`src/rtl/modport_cfg_bridge.sv`:
```
// Per-channel cfg AVMM bridge: serves a small local register file and forwards
// all other in-channel offsets to the adapter config port.
module modport_cfg_bridge #(
  parameter int unsigned CHNL_W      = 6,
  parameter logic [10:0] LOCAL_LIMIT = 11'h200,
  parameter logic [31:0] VERSION     = 32'h0001_0000
) (
  input  logic               i_cfg_avmm_clk,
  input  logic               i_cfg_avmm_rst_n,
  input  logic [CHNL_W-1:0]  i_channel_id,
  input  logic [CHNL_W+10:0] i_cfg_avmm_addr,
  input  logic [3:0]         i_cfg_avmm_byte_en,
  input  logic               i_cfg_avmm_read,
  input  logic               i_cfg_avmm_write,
  input  logic [31:0]        i_cfg_avmm_wdata,
  output logic [31:0]        o_cfg_avmm_rdata,
  output logic               o_cfg_avmm_rdatavld,
  output logic               o_cfg_avmm_waitreq,
  output logic               o_adpt_cfg_read,
  output logic               o_adpt_cfg_write,
  output logic [10:0]        o_adpt_cfg_addr,
  output logic [3:0]         o_adpt_cfg_byte_en,
  output logic [31:0]        o_adpt_cfg_wdata,
  input  logic [31:0]        i_adpt_cfg_rdata,
  input  logic               i_adpt_cfg_rdatavld,
  input  logic               i_adpt_cfg_waitreq,
  output logic               o_dcc_en,
  output logic [7:0]         o_dcc_code,
  input  logic               i_dcc_lock
);
  localparam int unsigned OFF_W  = 11;
  localparam int unsigned WORD_W = OFF_W - 2;

  typedef enum logic {S_IDLE = 1'b0, S_ACK = 1'b1} state_t;

  state_t            state_q, state_d;
  logic [31:0]       scratch_q;
  logic              dcc_en_q;
  logic [7:0]        dcc_code_q;
  logic              sticky_q;
  logic              lock_q;
  logic              pending_q;
  logic [31:0]       rdata_q;
  logic              rdatavld_q;

  logic [OFF_W-1:0]  offset;
  logic [WORD_W-1:0] word;
  logic              hit, is_local, remote, req, rd_only, remote_req;
  logic              ack, local_wr, lock_fall, status_clr;
  logic [31:0]       local_rdata;

  // Address decode
  assign offset     = i_cfg_avmm_addr[OFF_W-1:0];
  assign word       = offset[OFF_W-1:2];
  assign hit        = (i_cfg_avmm_addr[CHNL_W+OFF_W-1:OFF_W] == i_channel_id);
  assign is_local   = hit && (offset < LOCAL_LIMIT);
  assign remote     = hit && !is_local;
  assign req        = i_cfg_avmm_read || i_cfg_avmm_write;
  assign rd_only    = i_cfg_avmm_read && !i_cfg_avmm_write;
  assign remote_req = remote && req;

  // Remote path passes straight through, gated so misses never reach the adapter
  assign o_adpt_cfg_read    = remote && rd_only;
  assign o_adpt_cfg_write   = remote && i_cfg_avmm_write;
  assign o_adpt_cfg_addr    = remote ? offset : '0;
  assign o_adpt_cfg_byte_en = remote ? i_cfg_avmm_byte_en : '0;
  assign o_adpt_cfg_wdata   = remote ? i_cfg_avmm_wdata : '0;

  assign ack        = (state_q == S_ACK) && req && !remote;
  assign local_wr   = ack && i_cfg_avmm_write && is_local;
  assign lock_fall  = lock_q && !i_dcc_lock && dcc_en_q;
  assign status_clr = local_wr && (word == WORD_W'(3)) && i_cfg_avmm_byte_en[0] && i_cfg_avmm_wdata[1];

  always_ff @(posedge i_cfg_avmm_clk or negedge i_cfg_avmm_rst_n) begin
    if (!i_cfg_avmm_rst_n) state_q <= S_IDLE;
    else                   state_q <= state_d;
  end

  // Local/miss handshake; held off while a remote read is still outstanding
  always_comb begin
    state_d            = state_q;
    o_cfg_avmm_waitreq = 1'b1;
    case (state_q)
      S_IDLE: if (req && !remote && !pending_q) state_d = S_ACK;
      S_ACK: begin
        state_d            = S_IDLE;
        o_cfg_avmm_waitreq = 1'b0;
      end
      default: state_d = S_IDLE;
    endcase
    if (remote_req) o_cfg_avmm_waitreq = i_adpt_cfg_waitreq;
  end

  always_comb begin
    local_rdata = '0;
    if (is_local) begin
      case (word)
        WORD_W'(0): local_rdata = VERSION;
        WORD_W'(1): local_rdata = scratch_q;
        WORD_W'(2): local_rdata = {16'h0, dcc_code_q, 7'h0, dcc_en_q};
        WORD_W'(3): local_rdata = {30'h0, sticky_q, i_dcc_lock};
        default:    local_rdata = '0;
      endcase
    end
  end

  always_ff @(posedge i_cfg_avmm_clk or negedge i_cfg_avmm_rst_n) begin
    if (!i_cfg_avmm_rst_n) begin
      scratch_q  <= '0;
      dcc_en_q   <= 1'b0;
      dcc_code_q <= '0;
      sticky_q   <= 1'b0;
      lock_q     <= 1'b0;
      pending_q  <= 1'b0;
      rdata_q    <= '0;
      rdatavld_q <= 1'b0;
    end else begin
      lock_q <= i_dcc_lock;
      for (int b = 0; b < 4; b++) begin
        if (local_wr && (word == WORD_W'(1)) && i_cfg_avmm_byte_en[b])
          scratch_q[8*b +: 8] <= i_cfg_avmm_wdata[8*b +: 8];
      end
      if (local_wr && (word == WORD_W'(2))) begin
        if (i_cfg_avmm_byte_en[0]) dcc_en_q   <= i_cfg_avmm_wdata[0];
        if (i_cfg_avmm_byte_en[1]) dcc_code_q <= i_cfg_avmm_wdata[15:8];
      end
      // A lock loss in the same cycle as the clear wins
      if (lock_fall)       sticky_q <= 1'b1;
      else if (status_clr) sticky_q <= 1'b0;
      if (i_adpt_cfg_rdatavld) pending_q <= 1'b0;
      if (remote && rd_only && !i_adpt_cfg_waitreq) pending_q <= 1'b1;
      rdatavld_q <= 1'b0;
      if (i_adpt_cfg_rdatavld) begin
        rdatavld_q <= 1'b1;
        rdata_q    <= i_adpt_cfg_rdata;
      end else if (ack && rd_only) begin
        rdatavld_q <= 1'b1;
        rdata_q    <= local_rdata;
      end
    end
  end

  assign o_cfg_avmm_rdata    = rdata_q;
  assign o_cfg_avmm_rdatavld = rdatavld_q;
  assign o_dcc_en            = dcc_en_q;
  assign o_dcc_code          = dcc_code_q;

endmodule

```
`config.mk`:
```
export PLATFORM = sky130hd
export DESIGN_NAME = modport_cfg_bridge
export DESIGN_NICKNAME = d
export VERILOG_FILES = /design/src/rtl/modport_cfg_bridge.sv
export SDC_FILE = /design/constraint.sdc
export NUM_CORES = 1
export LEC_CHECK = 0
export ABC_CLOCK_PERIOD_IN_PS = 7450
export CAP_MARGIN = 30
export CORE_MARGIN = 5
export CORE_UTILIZATION = 44
export CTS_CLUSTER_DIAMETER = 200
export DETAILED_ROUTE_END_ITERATION = 10
export GPL_TIMING_DRIVEN = 0
export PLACE_DENSITY = 0.92
export SETUP_SLACK_MARGIN = 0.3
export SYNTH_ARGS = -nofsm -noshare
export SYNTH_HDL_FRONTEND = slang
export SYNTH_SLANG_ARGS = --single-unit
```
`constraint.sdc`:
```
create_clock -name i_cfg_avmm_clk -period 7.45 [get_ports i_cfg_avmm_clk]
set_clock_uncertainty 0.05 [all_clocks]
set_input_delay 2.235 -clock i_cfg_avmm_clk [delete_from_list [all_inputs] [get_ports i_cfg_avmm_clk]]
set_output_delay 2.235 -clock i_cfg_avmm_clk [all_outputs]
set_load 0.03 [all_outputs]
```
=== Word-level counts from Yosys, hierarchy flattened ===
Index checks and enable logic that the tools add are counted.

* Order comparisons: 1
* Equal/unequal tests: 4
* Multiplexer cells: 17
* Bitwise operators: 1
* Reductions and logical operators: 38

{| class="wikitable"
|+ Operators by type and width
! kind !! count
|-
| 32-bit two-way mux || 4
|-
| 32-bit one-hot mux with 4 select lines || 1
|-
| 1-bit logical AND || 25
|-
| 9-bit by 2-bit equality test with 1-bit output (second input constant) || 2
|-
| 11-bit by 10-bit less-than comparator with 1-bit output (second input constant) || 1
|-
| 11-bit two-way mux || 1
|-
| 9-bit by 1-bit equality test with 1-bit output (second input constant) || 1
|-
| 9-bit logical NOT || 1
|-
| 1-bit two-way mux || 9
|-
| 6-bit equality test || 1
|-
| 1-bit logical NOT || 6
|-
| 2-bit nonzero test || 3
|-
| 4-bit two-way mux || 1
|-
| 2-bit AND reduction || 2
|-
| 1-bit one-hot mux with 2 select lines || 1
|-
| 1-bit logical OR || 1
|-
| 1-bit inverter || 1
|}

* Register bits after elaboration: 78
* Input bits: 98

=== Depth between registers and ports, before layout ===
* Depth after elaboration: 13
* Gate-level depth with buffers: 7

=== Worst setup path before layout ===
OpenSTA, ideal clock, no wires.

* Kind: input port to output port
* Start point: in i_channel_id[3]
* End point: out o_adpt_cfg_wdata[10]
* Data arrival time: 3707 ps
* Path slack: 1458 ps
* Cell stages on the path: 6
* Cells stage by stage: xnor2_1 > nand4_4 > nor3_1 > clkbuf_1 > clkbuf_1 > and2_1

* Longest elaborated chain between the ends: 5

{| class="wikitable"
|+ RTL lines
! item !! RTL line !! source
|-
| from (decl) || 10 || <nowiki>input logic [CHNL_W-1:0] i_channel_id,</nowiki>
|-
| 6-bit equality test (*) || 55 || <nowiki>assign hit = (i_cfg_avmm_addr[CHNL_W+OFF_W-1:OFF_W] == i_channel_id);</nowiki>
|-
| 1-bit logical AND || 56 || <nowiki>assign is_local = hit && (offset < LOCAL_LIMIT);</nowiki>
|-
| 1-bit logical NOT || 57 || <nowiki>assign remote = hit && !is_local;</nowiki>
|-
| 1-bit logical AND (*) || 57 ||
|-
| 32-bit two-way mux (*) || 67 || <nowiki>assign o_adpt_cfg_wdata = remote ? i_cfg_avmm_wdata : '0;</nowiki>
|-
| to (decl) || 23 || <nowiki>output logic [31:0] o_adpt_cfg_wdata,</nowiki>
|}

Mark *: on every way between the ends. The rest lies on a longest branch, timed or not.

=== Worst setup path after layout ===
* Start point: in i_channel_id[5]
* End point: out o_adpt_cfg_addr[5]

* Longest elaborated chain between the ends: 5

{| class="wikitable"
|+ RTL lines
! item !! RTL line !! source
|-
| 6-bit equality test (*) || 55 ||
|-
| 1-bit logical AND || 56 ||
|-
| 1-bit logical NOT || 57 ||
|-
| 1-bit logical AND (*) || 57 ||
|-
| 11-bit two-way mux (*) || 65 || <nowiki>assign o_adpt_cfg_addr = remote ? offset : '0;</nowiki>
|-
| to (decl) || 21 || <nowiki>output logic [10:0] o_adpt_cfg_addr,</nowiki>
|}

Marks and branches as above.

==> results.json <==
{
  "status": "complete, no violations",
  "clk_pin_slew_ns": 0.08,
  "crit_path_end_kind": "output port",
  "synthFlopType": "dfrtp_1",
  "fin_area_um2": 6090,
  "leakage_nw": 3.13,
  "slowest_delay_ns": 0.70,
  "area_delta_synth_final_pct": 60.9,
  "htree_levels": 3,
  "synth_edf_count": 0,
  "std_cell_rows": 33,
  "hold_viol_final": 0,
  "syn_inst": 340,
  "grt.total_usage": 0.240,
  "critPathArrivalTime_ns": 4.69,
  "relSlewSlack": 0.632,
  "synth_top_area_share": 0.516,
  "start_util": 0.456,
  "grt_pass1_wl_mm": 19.1,
  "tightest_slew_ns": 0.550,
  "avgSynthCellArea_um2": 11.1,
  "wl_mm": 12.6,
  "holdWs_ns": 0.407,
  "fp.coreArea_um2": 8300,
  "ys_seq_area_frac": 0.516,
  "rsz0062_at_grt": "no",
  "cts_tree": "built",
  "yosysTopAreaCell": "dfrtp_1",
  "yosys.cell_types.count": 36,
  "hpwl_mm": 9.89,
  "async_flop_share": 1.00,
  "r2r_slack_ns": 5.69,
  "syn_area_um2": 3780,
  "dieArea_um2": 10600,
  "cts.sinks": 78,
  "cts_made_buffers": 9,
  "gp_congestion": 0.858,
  "dpl_worst_slack_ns": -0.174,
  "ir_worst_vdd_uv": 94.4,
  "portBuffers": 188,
  "nets": 638,
  "die_y_um": 103,
  "criticalPathCategory": "in -> out",
  "drc_errors": 0,
  "p_seq_frac": 0.477,
  "p_clk_frac": 0.300,
  "drt-wirelength-per-cell_um": 19.3,
  "layout_worst_path_cycle_share": 0.936,
  "clk_latency_ns": 0.34,
  "antenna_found_initial": 0,
  "synth_area_leaders": "dfrtp_1 (52%), mux2_2 (12%), and2_1 (7.9%)",
  "switchingPower_mw": 0.277,
  "max_freq_mhz": 143,
  "drv_cap": 0,
  "postSynthRegisterBits": 78,
  "path_cells": "clkdlybuf4s50_1 -> xnor2_1 -> nand4_4 -> nor3_2 -> clkbuf_1 -> and2_1 -> clkdlybuf4s50_1",
  "cp-start-kind": "primary input",
  "ioPinCount": 190,
  "die_width_um": 103,
  "syn_nets": 438,
  "vias": 3475,
  "totalNegativeSetupSlack_ns": 0,
  "cts.path.max_buffers": 2,
  "postLayoutSetupSlackWorst_ns": 0.477,
  "slew_violations": 0,
  "critPathRequiredTime_ns": 5.16,
  "cpMaxStageDelayCell": "clkdlybuf4s50_1",
  "firstDrtPassIters": 5,
  "hold_buffers": 0,
  "post-route-min-period_ns": 6.97,
  "antenna_cells": 0,
  "cts_root_buffer": "clkbuf_8",
  "hold_class": "reg -> reg",
  "power_density_nw_per_um2": 156,
  "final_common_cell": "clkdlybuf4s50_1",
  "antenna_left": 0,
  "pwr-share-comb": 0.223,
  "drive_above_1_share": 0.141,
  "setup_viol": 0,
  "cp_common_cell": "clkdlybuf4s50_1",
  "grt_pass1_vias": 3635,
  "switching_share": 0.292,
  "placed_area_um2": 5820,
  "final_cell_mix": "clkdlybuf4s50_1 (157), dfrtp_1 (78), and2_1 (48)",
  "vias_per_cell": 5.35,
  "grt-ovfl-total": 0,
  "grt_max_degree": 61,
  "critPathMaxFanout": 10,
  "internal-power_mw": 0.672,
  "yosysWarnings": 0,
  "drt-initial-drc-count": 161
}
==> power groups by stage <==
stage	Clock (mW)	Sequential [mW]	Combinational, mW
3_5_place_dp	0	0.461	0.212
3_3_place_gp	0	0.460	0.205
5_1_grt	0.309	0.455	0.225
6_report	0.285	0.453	0.212
4_1_cts	0.289	0.452	0.213
2_1_floorplan	0	0.495	0.0498
==> cell families after synthesis <==
logic type,count (synthesis),share of synthesized area
flip-flops,78,0.516
buffers and inverters,29,0.0298
XOR/XNOR,6,0.0139
multiplexers,43,0.128
AO/OA/AOI/OAI,76,0.141
AND/OR/NAND/NOR,108,0.171
==> synth_stat cells (4+ instances only) <==
library cell	instances
o21ai_0	25
a22o_1	8
nand2_1	30
a221oi_1	4
xnor2_1	6
nor3_1	4
a21oi_1	4
mux2_2	41
dfrtp_1	78
inv_1	9
clkbuf_1	16
nand2_2	4
and2_1	48
a22oi_1	28
==> worst max-delay path: cells and delay by family <==
family / cells / cell delay, ns
buffers and inverters: 3 / 1.50
and+or+nand+nor: 3 / 0.68
xor gates and xnor gates: 1 / 0.27
==> per-layer routing <==
| layer | routed length [µm] | track usage | up-vias |
|---|---|---|---|
| met4 | 217 | 0.0777 | 0 |
| met2 | 6530 | 0.432 | 133 |
| met1 | 4860 | 0.282 | 1703 |
| met5 | 0 | 0 | - |
| met3 | 948 | 0.0541 | 17 |
| li1 | - | - | 1622 |
==> final timing paths <==
| check | cells after the start | to | startpoint |
|---|---|---|---|
| setup / recovery | 7 | o_adpt_cfg_addr[5] | i_channel_id[5] |
| hold reg to reg | 1 | state_q$_DFF_PN0_ | pending_q$_DFFE_PN0P_ |
| min in group asynchronous | 1 | o_cfg_avmm_rdata[25]$_DFFE_PN0P_ | i_cfg_avmm_rst_n |
| hold / removal | 1 | state_q$_DFF_PN0_ | pending_q$_DFFE_PN0P_ |
| setup reg to reg | 4 | scratch_q[23]$_DFFE_PN0P_ | state_q$_DFF_PN0_ |
| max in group asynchronous | 2 | scratch_q[0]$_DFFE_PN0P_ | i_cfg_avmm_rst_n |
==> timing repair <==
action / 4_1_cts / 5_1_grt
gates resized for setup: 8 / 31
buffers inserted: 0 / 0
endpoints found under the setup margin: 30 / 29
==> metrics by stage <==
stage | util | cells | total power, mW
6_report | 0.733 | 650 | 0.949
5_1_grt | 0.733 | 650 | 0.989
4_1_cts | 0.724 | 650 | 0.955
3_5_place_dp | 0.701 | 634 | 0.673
3_3_place_gp | 0.698 | 633 | 0.665
2_1_floorplan | - | 340 | 0.545
==> final cells by class <==
type,count,area [µm²]
Clock buffer,11,141
Multi-Input combinational cell,233,1730
Timing Repair Buffer,189,1980
Fill cell,602,2210
Sequential cell,78,1950
Buffer,20,88.8
Inverter,9,33.8
Tap cell,105,131
Clock inverter,5,35.0
Power figures use the tool's default switching activity.
